$ cat src/rtl/mod96_pkg.sv
// Shared constants, state encoding and helpers for the 96-to-64-bit reduction
// modulo P = 2^64 - 2^32 + 1.
package mod96_pkg;

  localparam int D_WIDTH = 96;
  localparam int P_WIDTH = 64;
  localparam int T_WIDTH = 66;

  // The fold identity 2^64 == 2^32 - 1 (mod P) holds only for this modulus.
  localparam logic [P_WIDTH-1:0] P_MOD = 64'hFFFF_FFFF_0000_0001;

  localparam logic [2:0] IDLE = 3'd0;
  localparam logic [2:0] ADD  = 3'd1;
  localparam logic [2:0] SUB  = 3'd2;
  localparam logic [2:0] CORR = 3'd3;
  localparam logic [2:0] DONE = 3'd4;

  typedef enum logic [2:0] {
    ST_IDLE = IDLE,
    ST_ADD  = ADD,
    ST_SUB  = SUB,
    ST_CORR = CORR,
    ST_DONE = DONE
  } state_e;

  function automatic logic [T_WIDTH-1:0] zext64(input logic [63:0] v);
    return {{(T_WIDTH-64){1'b0}}, v};
  endfunction

  function automatic logic [T_WIDTH-1:0] zext32(input logic [31:0] v);
    return {{(T_WIDTH-32){1'b0}}, v};
  endfunction

endpackage

$ cat src/rtl/mod96_addsub.sv
// Shared 66-bit adder/subtractor: sum = a + (sub ? ~b : b) + sub.
// When subtracting, carry-out high means a >= b (no borrow).
module mod96_addsub
  import mod96_pkg::*;
(
  input  logic [T_WIDTH-1:0] a_in,
  input  logic [T_WIDTH-1:0] b_in,
  input  logic               sub_in,
  output logic [T_WIDTH-1:0] sum_out,
  output logic               cout_out
);

  logic [T_WIDTH-1:0] b_eff;
  logic [T_WIDTH:0]   full;

  always_comb begin
    b_eff = sub_in ? ~b_in : b_in;
    full  = {1'b0, a_in} + {1'b0, b_eff} + {{T_WIDTH{1'b0}}, sub_in};
  end

  assign sum_out  = full[T_WIDTH-1:0];
  assign cout_out = full[T_WIDTH];

endmodule

$ cat src/rtl/mod96_reduce_ctrl.sv
// Sequencer for A mod P with A 96 bits: fold, subtract d, one conditional correction.
// Optional build macro MOD96_REDUCE_PERF_CNT_EN adds a 32-bit completed-result counter.
module mod96_reduce_ctrl
  import mod96_pkg::*;
(
  input  logic               clk,
  input  logic               rst,
  input  logic               in_valid_in,
  output logic               in_ready_out,
  input  logic [D_WIDTH-1:0] A_in,
  output logic               out_valid_out,
  input  logic               out_ready_in,
  output logic [P_WIDTH-1:0] R_out,
`ifdef MOD96_REDUCE_PERF_CNT_EN
  output logic [31:0]        op_cnt_out,
`endif
  output logic               busy_out
);

  state_e             state_q, state_d;
  logic [T_WIDTH-1:0] t_q, t_d;
  logic [31:0]        d_reg_q, d_reg_d;
  logic [63:0]        ef_reg_q, ef_reg_d;
  logic [P_WIDTH-1:0] r_q, r_d;
  logic               out_valid_q, out_valid_d;
  logic               busy_q, busy_d;

  logic [T_WIDTH-1:0] au_a, au_b, au_sum;
  logic               au_sub, au_cout;
  logic               accept, out_fire;

  mod96_addsub u_addsub (
    .a_in     (au_a),
    .b_in     (au_b),
    .sub_in   (au_sub),
    .sum_out  (au_sum),
    .cout_out (au_cout)
  );

  assign in_ready_out = (state_q == ST_IDLE);
  assign accept       = in_valid_in & in_ready_out;
  assign out_fire     = out_valid_q & out_ready_in;

  always_comb begin
    au_a   = t_q;
    au_b   = '0;
    au_sub = 1'b0;
    unique case (state_q)
      ST_ADD: begin
        au_a   = zext64(ef_reg_q);
        au_b   = zext64({d_reg_q, 32'h0});
        au_sub = 1'b0;
      end
      ST_SUB: begin
        au_a   = t_q;
        au_b   = zext32(d_reg_q);
        au_sub = 1'b1;
      end
      ST_CORR: begin
        au_a   = t_q;
        au_b   = zext64(P_MOD);
        au_sub = 1'b1;
      end
      default: begin
        au_a   = t_q;
        au_b   = '0;
        au_sub = 1'b0;
      end
    endcase
  end

  always_comb begin
    state_d  = state_q;
    t_d      = t_q;
    d_reg_d  = d_reg_q;
    ef_reg_d = ef_reg_q;
    r_d      = r_q;
    unique case (state_q)
      ST_IDLE: begin
        if (accept) begin
          ef_reg_d = A_in[63:0];
          d_reg_d  = A_in[95:64];
          state_d  = ST_ADD;
        end
      end
      ST_ADD: begin
        t_d     = au_sum;
        state_d = ST_SUB;
      end
      ST_SUB: begin
        t_d     = au_sum;
        state_d = ST_CORR;
      end
      ST_CORR: begin
        // After SUB t < 2P, so one conditional subtract lands in [0, P).
        if (au_cout) begin
          t_d = au_sum;
        end
        r_d     = t_d[P_WIDTH-1:0];
        state_d = ST_DONE;
      end
      ST_DONE: begin
        if (out_ready_in) begin
          state_d = ST_IDLE;
        end
      end
      default: begin
        state_d = ST_IDLE;
      end
    endcase
    out_valid_d = (state_d == ST_DONE);
    busy_d      = (state_d != ST_IDLE);
  end

  always_ff @(posedge clk) begin
    if (rst) begin
      state_q     <= ST_IDLE;
      t_q         <= '0;
      d_reg_q     <= '0;
      ef_reg_q    <= '0;
      r_q         <= '0;
      out_valid_q <= 1'b0;
      busy_q      <= 1'b0;
    end else begin
      state_q     <= state_d;
      t_q         <= t_d;
      d_reg_q     <= d_reg_d;
      ef_reg_q    <= ef_reg_d;
      r_q         <= r_d;
      out_valid_q <= out_valid_d;
      busy_q      <= busy_d;
    end
  end

  assign out_valid_out = out_valid_q;
  assign R_out         = r_q;
  assign busy_out      = busy_q;

`ifdef MOD96_REDUCE_PERF_CNT_EN
  logic [31:0] op_cnt_q, op_cnt_d;

  always_comb begin
    op_cnt_d = op_cnt_q;
    if (out_fire) begin
      op_cnt_d = op_cnt_q + 32'd1;
    end
  end

  always_ff @(posedge clk) begin
    if (rst) begin
      op_cnt_q <= '0;
    end else begin
      op_cnt_q <= op_cnt_d;
    end
  end

  assign op_cnt_out = op_cnt_q;
`else
  logic unused_fire;
  assign unused_fire = out_fire;
`endif

endmodule

$ cat config.mk
export PLATFORM = sky130hd
export DESIGN_NAME = mod96_reduce_ctrl
export DESIGN_NICKNAME = d
export VERILOG_FILES = /design/src/rtl/mod96_pkg.sv /design/src/rtl/mod96_addsub.sv /design/src/rtl/mod96_reduce_ctrl.sv
export SDC_FILE = /design/constraint.sdc
export NUM_CORES = 1
export LEC_CHECK = 0
export CAP_MARGIN = 5
export CORE_MARGIN = 2
export CORE_UTILIZATION = 45
export DETAILED_ROUTE_END_ITERATION = 10
export DONT_BUFFER_PORTS = 1
export SYNTH_ARGS = -nofsm -noshare
export SYNTH_HDL_FRONTEND = slang
export SYNTH_SLANG_ARGS = --single-unit
$ cat constraint.sdc
create_clock -name clk -period 7.11 [get_ports clk]
set_input_delay 1.0665 -clock clk [delete_from_list [all_inputs] [get_ports clk]]
set_output_delay 1.0665 -clock clk [all_outputs]
set_load 0.05 [all_outputs]
==> impl_metrics.tcl, run 1 <==
set metrics [dict create \
    p_int_mw 2.517 \
    finalHoldViolations 0 \
    fmax_mhz 190.2 \
    synthSimpleGateAreaFrac_pct 18.22 \
    cts_tree "done" \
    ios 167 \
    p_clk_share_pct 34.9 \
    grt_usage_pct 26.45 \
    leakagePower_nw 5.722 \
    multi_input_area_um2 8683 \
    crit_path_top_delay_cell "dfxtp_1" \
    worst_slack_ns 1.852 \
    grt-ovfl-total 0 \
    syn_inst 1815 \
    synthXorXnorAreaFrac_pct 3.581 \
    crit_fanout 79 \
    max_slew_margin_pct 21.26 \
    clock_path_buffers 3 \
    cts_resized 0 \
    status "finished clean" \
    die_area_um2 32400 \
    dp_slack_ns 1.935 \
    yosysTopAreaCell "dfxtp_1" \
    hp-start "t_q[65]" \
    synth_compound_area_share_pct 25.17 \
    vdd_ir_drop_max_v 0.0001767 \
    dr.pass1.iters 5 \
    cp.required_ns 7.48 \
    path_depth 15 \
    reg2reg_to "R_out[16]" \
    tightest_slew_ns 1.178 \
    hold_path_end "t_q[65]" \
    register_area_um2 4624 \
    end_kind "flip-flop" \
    grt_pass1_wl_um 69070 \
    hpwl_um 32780 \
    drive_gt1_share_pct 8.271 \
    place_area_um2 14030 \
    die_h_um 180 \
    synth_mux_area_share_pct 9.057 \
    setup_viol 0 \
    fin_nets 1890 \
    antenna_found_initial 0 \
    reg2reg_depth 15 \
    routed_via_density 5.877 \
    numPortBuffers 0 \
    wire_per_inst_um 20.81 \
    synth_top_family_by_area "compound AO/OA/AOI/OAI gates" \
    post-route-util_pct 48.69 \
    power_mw 3.822 \
    synth_common_cells "nand2_1 (380), a21oi_1 (296), dfxtp_1 (231)" \
    p_switching_mw 1.305 \
    synth_top_area_share_pct 33.17 \
    postLayoutCellArea_um2 14860 \
    rsz0062_at_grt "no" \
    critical_path_class "flip-flop to flip-flop" \
    drc 0 \
    grt_pass1_vias 12036 \
    start_kind "flip-flop" \
    path_cells "nand2b_1, nor2_4, buf_12, buf_4, mux2_2, ha_1, nand4_1, o22a_1, a21oi_1, a31oi_1, o22a_1, a31oi_4, buf_4, mux2i_1, a211oi_1" \
    fin_cells 2137 \
    diodes 0 \
    fin_crit_sh_pct 73.95 \
    timing.hold.ws_ns 0.4529 \
    synth_ff_type "dfxtp_1" \
    ys_seq_area_share_pct 33.17 \
    synth_area_um2 13940 \
    post-cts-setup-buffer-count 0 \
    synth_area_leaders "dfxtp_1 (33%), a21oi_1 (11%), nand2_1 (10%)" \
    yosys_warnings 0 \
    critical_path_buf_inv_count 3 \
    r2r_slack_ns 1.85 \
    n_fill_cell 3057 \
    synth-edff-count 0 \
    drt_iter0_drc 812 \
    htreeDepth 1 \
    start_util_pct 45.69 \
    hold_path.class "flip-flop to flip-flop" \
    num_vias 12559 \
    grt_max_degree 196 \
    synth_fa_ha_area_share_pct 5.978 \
    syn_nets 1981 \
    skew_ns 0.01654 \
    gp_congestion 0.9655 \
    critPathTopFamily "compound AO/OA/AOI/OAI gates" \
    fin_tns_setup_ns 0 \
    slew_violations 0 \
    arrival_ns 5.62 \
    placementRows 64 \
    synth.distinct_cells 68 \
    netSwitchingFraction_pct 34.14 \
    avgSynthCellArea_um2 7.680 \
    timing.rr.start "state_q[0]" \
    numCtsBuffers 25 \
    cts_root_buffer "clkbuf_16" \
    core_um2 30510 \
    clk_latency_ns 0.54 \
    drt-total-wl_um 44470 \
    synth.most_common_cell "nand2_1" \
    numClockSinks 231 \
    clk_pin_slew_ns 0.07 \
    ys_ff_latch 231 \
    min_period_ns 5.258 \
    dp_cells 2093 \
    async_reset_ff_share_pct 0 \
    p_seq_share_pct 40.4 \
    syn_to_final_growth_pct 6.570 \
    die_w_um 180 \
    hold_path_depth 2 \
    postCtsHoldBufs 0 \
    p_per_area_nw_per_um2 257.3 \
    detail-route-antenna-nets 0 \
    drv_cap 0 \
    cp_slowest_stage_delay_ns 0.62 \
    combPwrFrac_pct 24.6 \
]
## placed cells by master (no fill, tap or decap), drive strengths merged, types with 4 or more instances in the layout
cell / count
dfxtp: 231
inv: 23
nand2b: 10
nor3b: 5
o31ai: 5
a31o: 4
mux2i: 53
nor2: 93
a21oi: 296
clkinv: 4
a21boi: 5
or3: 5
clkbuf: 35
nand3: 25
and3: 7
o21ai: 83
nor3: 22
o211ai: 11
a21o: 62
o21a: 10
nand4: 21
nand2: 380
o22ai: 9
ha: 65
nor2b: 6
a211oi: 40
xnor2: 41
mux2: 65
and2: 5
a31oi: 19
o21bai: 12
or2: 5
nor4: 4
buf: 17
xor2: 16
and4: 4
## registers in the layout, summed over array words and instances (netlist names)
register and cells:
ef_reg_q 64, out_valid_out 1, busy_out 1, d_reg_q 32
state_q 3, R_out 64, t_q 66
## worst max path at each step
| stage | startpoint | end | slack (ns) |
|---|---|---|---|
| floorplan | state_q[2] | R_out[61] | 2.80 |
| global placement | state_q[0] | R_out[59] | 1.95 |
| detailed placement | state_q[0] | R_out[59] | 1.93 |
| CTS | state_q[0] | R_out[59] | 1.92 |
| global route | state_q[0] | R_out[59] | 1.60 |
| finish | state_q[0] | R_out[16] | 1.85 |
## power by group through the flow
stage               clock (mW)  sequential [mW]  combinational (mW)
floorplan                    0             1.52               0.735
global placement             0             1.57               0.924
detailed placement           0             1.57               0.932
CTS                       1.37             1.55               0.937
global route              1.41             1.56                1.04
finish                    1.33             1.55               0.942
## worst min-delay path, cell delays in order, from the launching register on
cell and delay (ns):
dfxtp_1 0.31, nand2_1 0.05, a21oi_1 0.05
## cell type report
cell class	count	area share (%)
clock buffers	35	4.733
clock inverters	9	0.8507
inverters	22	0.5559
multi-input cells	1427	58.45
flip-flops and latches	231	31.13
well taps	396	3.335
repair buffers	17	0.9433
## cells by family (layout without fill, tap and decap cells)
kind of cell	count (synthesis)	count (layout)
AOI/OAI and AO/OA	589	589
xor gates and xnor gates	57	57
adders and majority gates	66	66
buffers and inverters	157	83
DFF	231	231
muxes	118	118
and+or+nand+nor	597	597
## routing by layer
metal,vias up,part of all wire (%),GRT usage [%]
li1,6242,-,-
met1,5926,45,34.30
met2,316,46,44.17
met3,75,5.6,5.348
met4,0,3.3,8.293
met5,-,0,0
Power figures use the tool's default switching activity.
==> inputs of run 2 (changes only) <==
==> constraint.sdc (replaced) <==
create_clock -name clk -period 5.1 [get_ports clk]
set_input_delay 0.765 -clock clk [delete_from_list [all_inputs] [get_ports clk]]
set_output_delay 0.765 -clock clk [all_outputs]
set_load 0.05 [all_outputs]
==> impl_metrics.tcl, run 2 (same netlist as run 1, synthesis figures left out) <==
set metrics [dict create \
    fmax_mhz 210.5 \
    p_int_mw 3.454 \
    top_register "t_q" \
    arrival_ns 5.16 \
    die_h_um 180 \
    reg2reg_depth 14 \
    cts_tree "done" \
    numClockSinks 231 \
    p_seq_share_pct 40.4 \
    num_vias 12636 \
    crit_fanout 51 \
    leakagePower_nw 5.830 \
    post-cts-setup-buffer-count 0 \
    die_w_um 180 \
    register_area_um2 4624 \
    routed_via_density 5.855 \
    ios 167 \
    fin_crit_sh_pct 93.13 \
    worst_slack_ns 0.3504 \
    core_um2 30510 \
    numPortBuffers 0 \
    clk_latency_ns 0.54 \
    clock_path_buffers 3 \
    hold_path.class "primary input to flip-flop" \
    skew_ns 0.01031 \
    hold_path_depth 1 \
    fin_tns_setup_ns 0 \
    hpwl_um 32410 \
    drv_cap 0 \
    grt_pass1_wl_um 67510 \
    dr.pass1.iters 6 \
    rsz0062_at_grt "no" \
    grt_usage_pct 25.72 \
    netSwitchingFraction_pct 34.72 \
    critical_path_class "flip-flop to flip-flop" \
    grt_max_degree 196 \
    drt-total-wl_um 43320 \
    grt_pass1_vias 11886 \
    n_fill_cell 2979 \
    htreeDepth 1 \
    max_slew_margin_pct 29.97 \
    drt_iter0_drc 894 \
    p_per_area_nw_per_um2 350.8 \
    min_period_ns 4.750 \
    cts_resized 0 \
    p_clk_share_pct 33.7 \
    drive_gt1_share_pct 9.364 \
    grt-ovfl-total 0 \
    fin_nets 1911 \
    drc 0 \
    detail-route-antenna-nets 0 \
    dp_slack_ns 0.3836 \
    combPwrFrac_pct 25.9 \
    die_area_um2 32400 \
    postCtsHoldBufs 0 \
    tightest_slew_ns 1.050 \
    cts_root_buffer "clkbuf_16" \
    most-common-layout-cells "nand2_1 (379), a21oi_1 (296), dfxtp_1 (231)" \
    syn_to_final_growth_pct 8.186 \
    clk_pin_slew_ns 0.06 \
    finalHoldViolations 0 \
    start_util_pct 45.69 \
    placementRows 64 \
    gp_congestion 0.9564 \
    wire_per_inst_um 20.08 \
    vdd_ir_drop_max_v 0.0002228 \
    slew_violations 0 \
    largest_reg_flops 66 \
    multi_input_area_um2 8683 \
    start_kind "flip-flop" \
    setup_viol 0 \
    status "finished clean" \
    p_switching_mw 1.837 \
    diodes 0 \
    antenna_found_initial 0 \
    cp.required_ns 5.51 \
    numCtsBuffers 26 \
    final_common_cell "nand2_1" \
    end_kind "flip-flop" \
]
run 2: changes by cell type in the layout (fill, tap and decap cells not counted), sizes merged:
cell      before  now
bufinv         3    0
clkbuf        35   36
clkinvlp       1    4
buf           17   37
run 2: through the flow:
step	hold slack [ns]	cells	utilization (%)	total power [mW]	instance area [um2]
2_1_floorplan	0.4273	1815	-	3.146	13940
3_3_place_gp	0.4345	2113	46.79	3.520	14280
3_5_place_dp	0.4360	2113	46.79	3.537	14280
4_1_cts	0.2818	2158	49.43	5.326	15080
5_1_grt	0.2709	2158	49.43	5.552	15080
6_report	0.2905	2158	49.43	5.290	15080
run 2: worst paths after layout:
| check | start | to | slack (ns) |
|---|---|---|---|
| hold / removal | rst | ef_reg_q[22] | 0.29 |
| setup / recovery | state_q[2] | R_out[53] | 0.35 |
| setup reg to reg | state_q[2] | R_out[53] | 0.35 |
| hold reg to reg | t_q[65] | t_q[65] | 0.45 |
run 2: area by class of cell:
| type | count | area share, % |
|---|---|---|
| timing repair buffer | 37 | 2.589 |
| clock buffer | 36 | 4.903 |
| tap | 396 | 3.285 |
| clock inverter | 9 | 0.4314 |
| multi-input combinational | 1427 | 57.58 |
| inverter | 22 | 0.5476 |
| sequential | 231 | 30.66 |
run 2: power by group through the flow:
stage	Sequential [mW]	Clock, mW	Combinational (mW)
2_1_floorplan	2.12	0	1.02
3_3_place_gp	2.18	0	1.34
3_5_place_dp	2.18	0	1.36
4_1_cts	2.14	1.82	1.36
5_1_grt	2.15	1.89	1.51
6_report	2.14	1.78	1.37
run 2: per-layer routing:
layer | vias to the layer above | global-route usage (%) | share of wire, %
met3 | 61 | 3.829 | 4.9
met1 | 5930 | 34.46 | 45
met4 | 0 | 8.293 | 3.4
met5 | - | 0 | 0
met2 | 332 | 42.54 | 46
li1 | 6313 | - | -
run 2: critical path: stages, from the launching register on:
cell and delay (ns):
dfxtp_1 0.37, nand2b_1 0.21, nor2_4 0.18, buf_12 0.29
mux2_2 0.38, ha_1 0.41, nand2_1 0.17, nor3_1 0.40
inv_1 0.10, or4_1 0.57, a211o_1 0.32, a31oi_4 0.30
buf_4 0.43, mux2i_1 0.32, a211oi_1 0.11
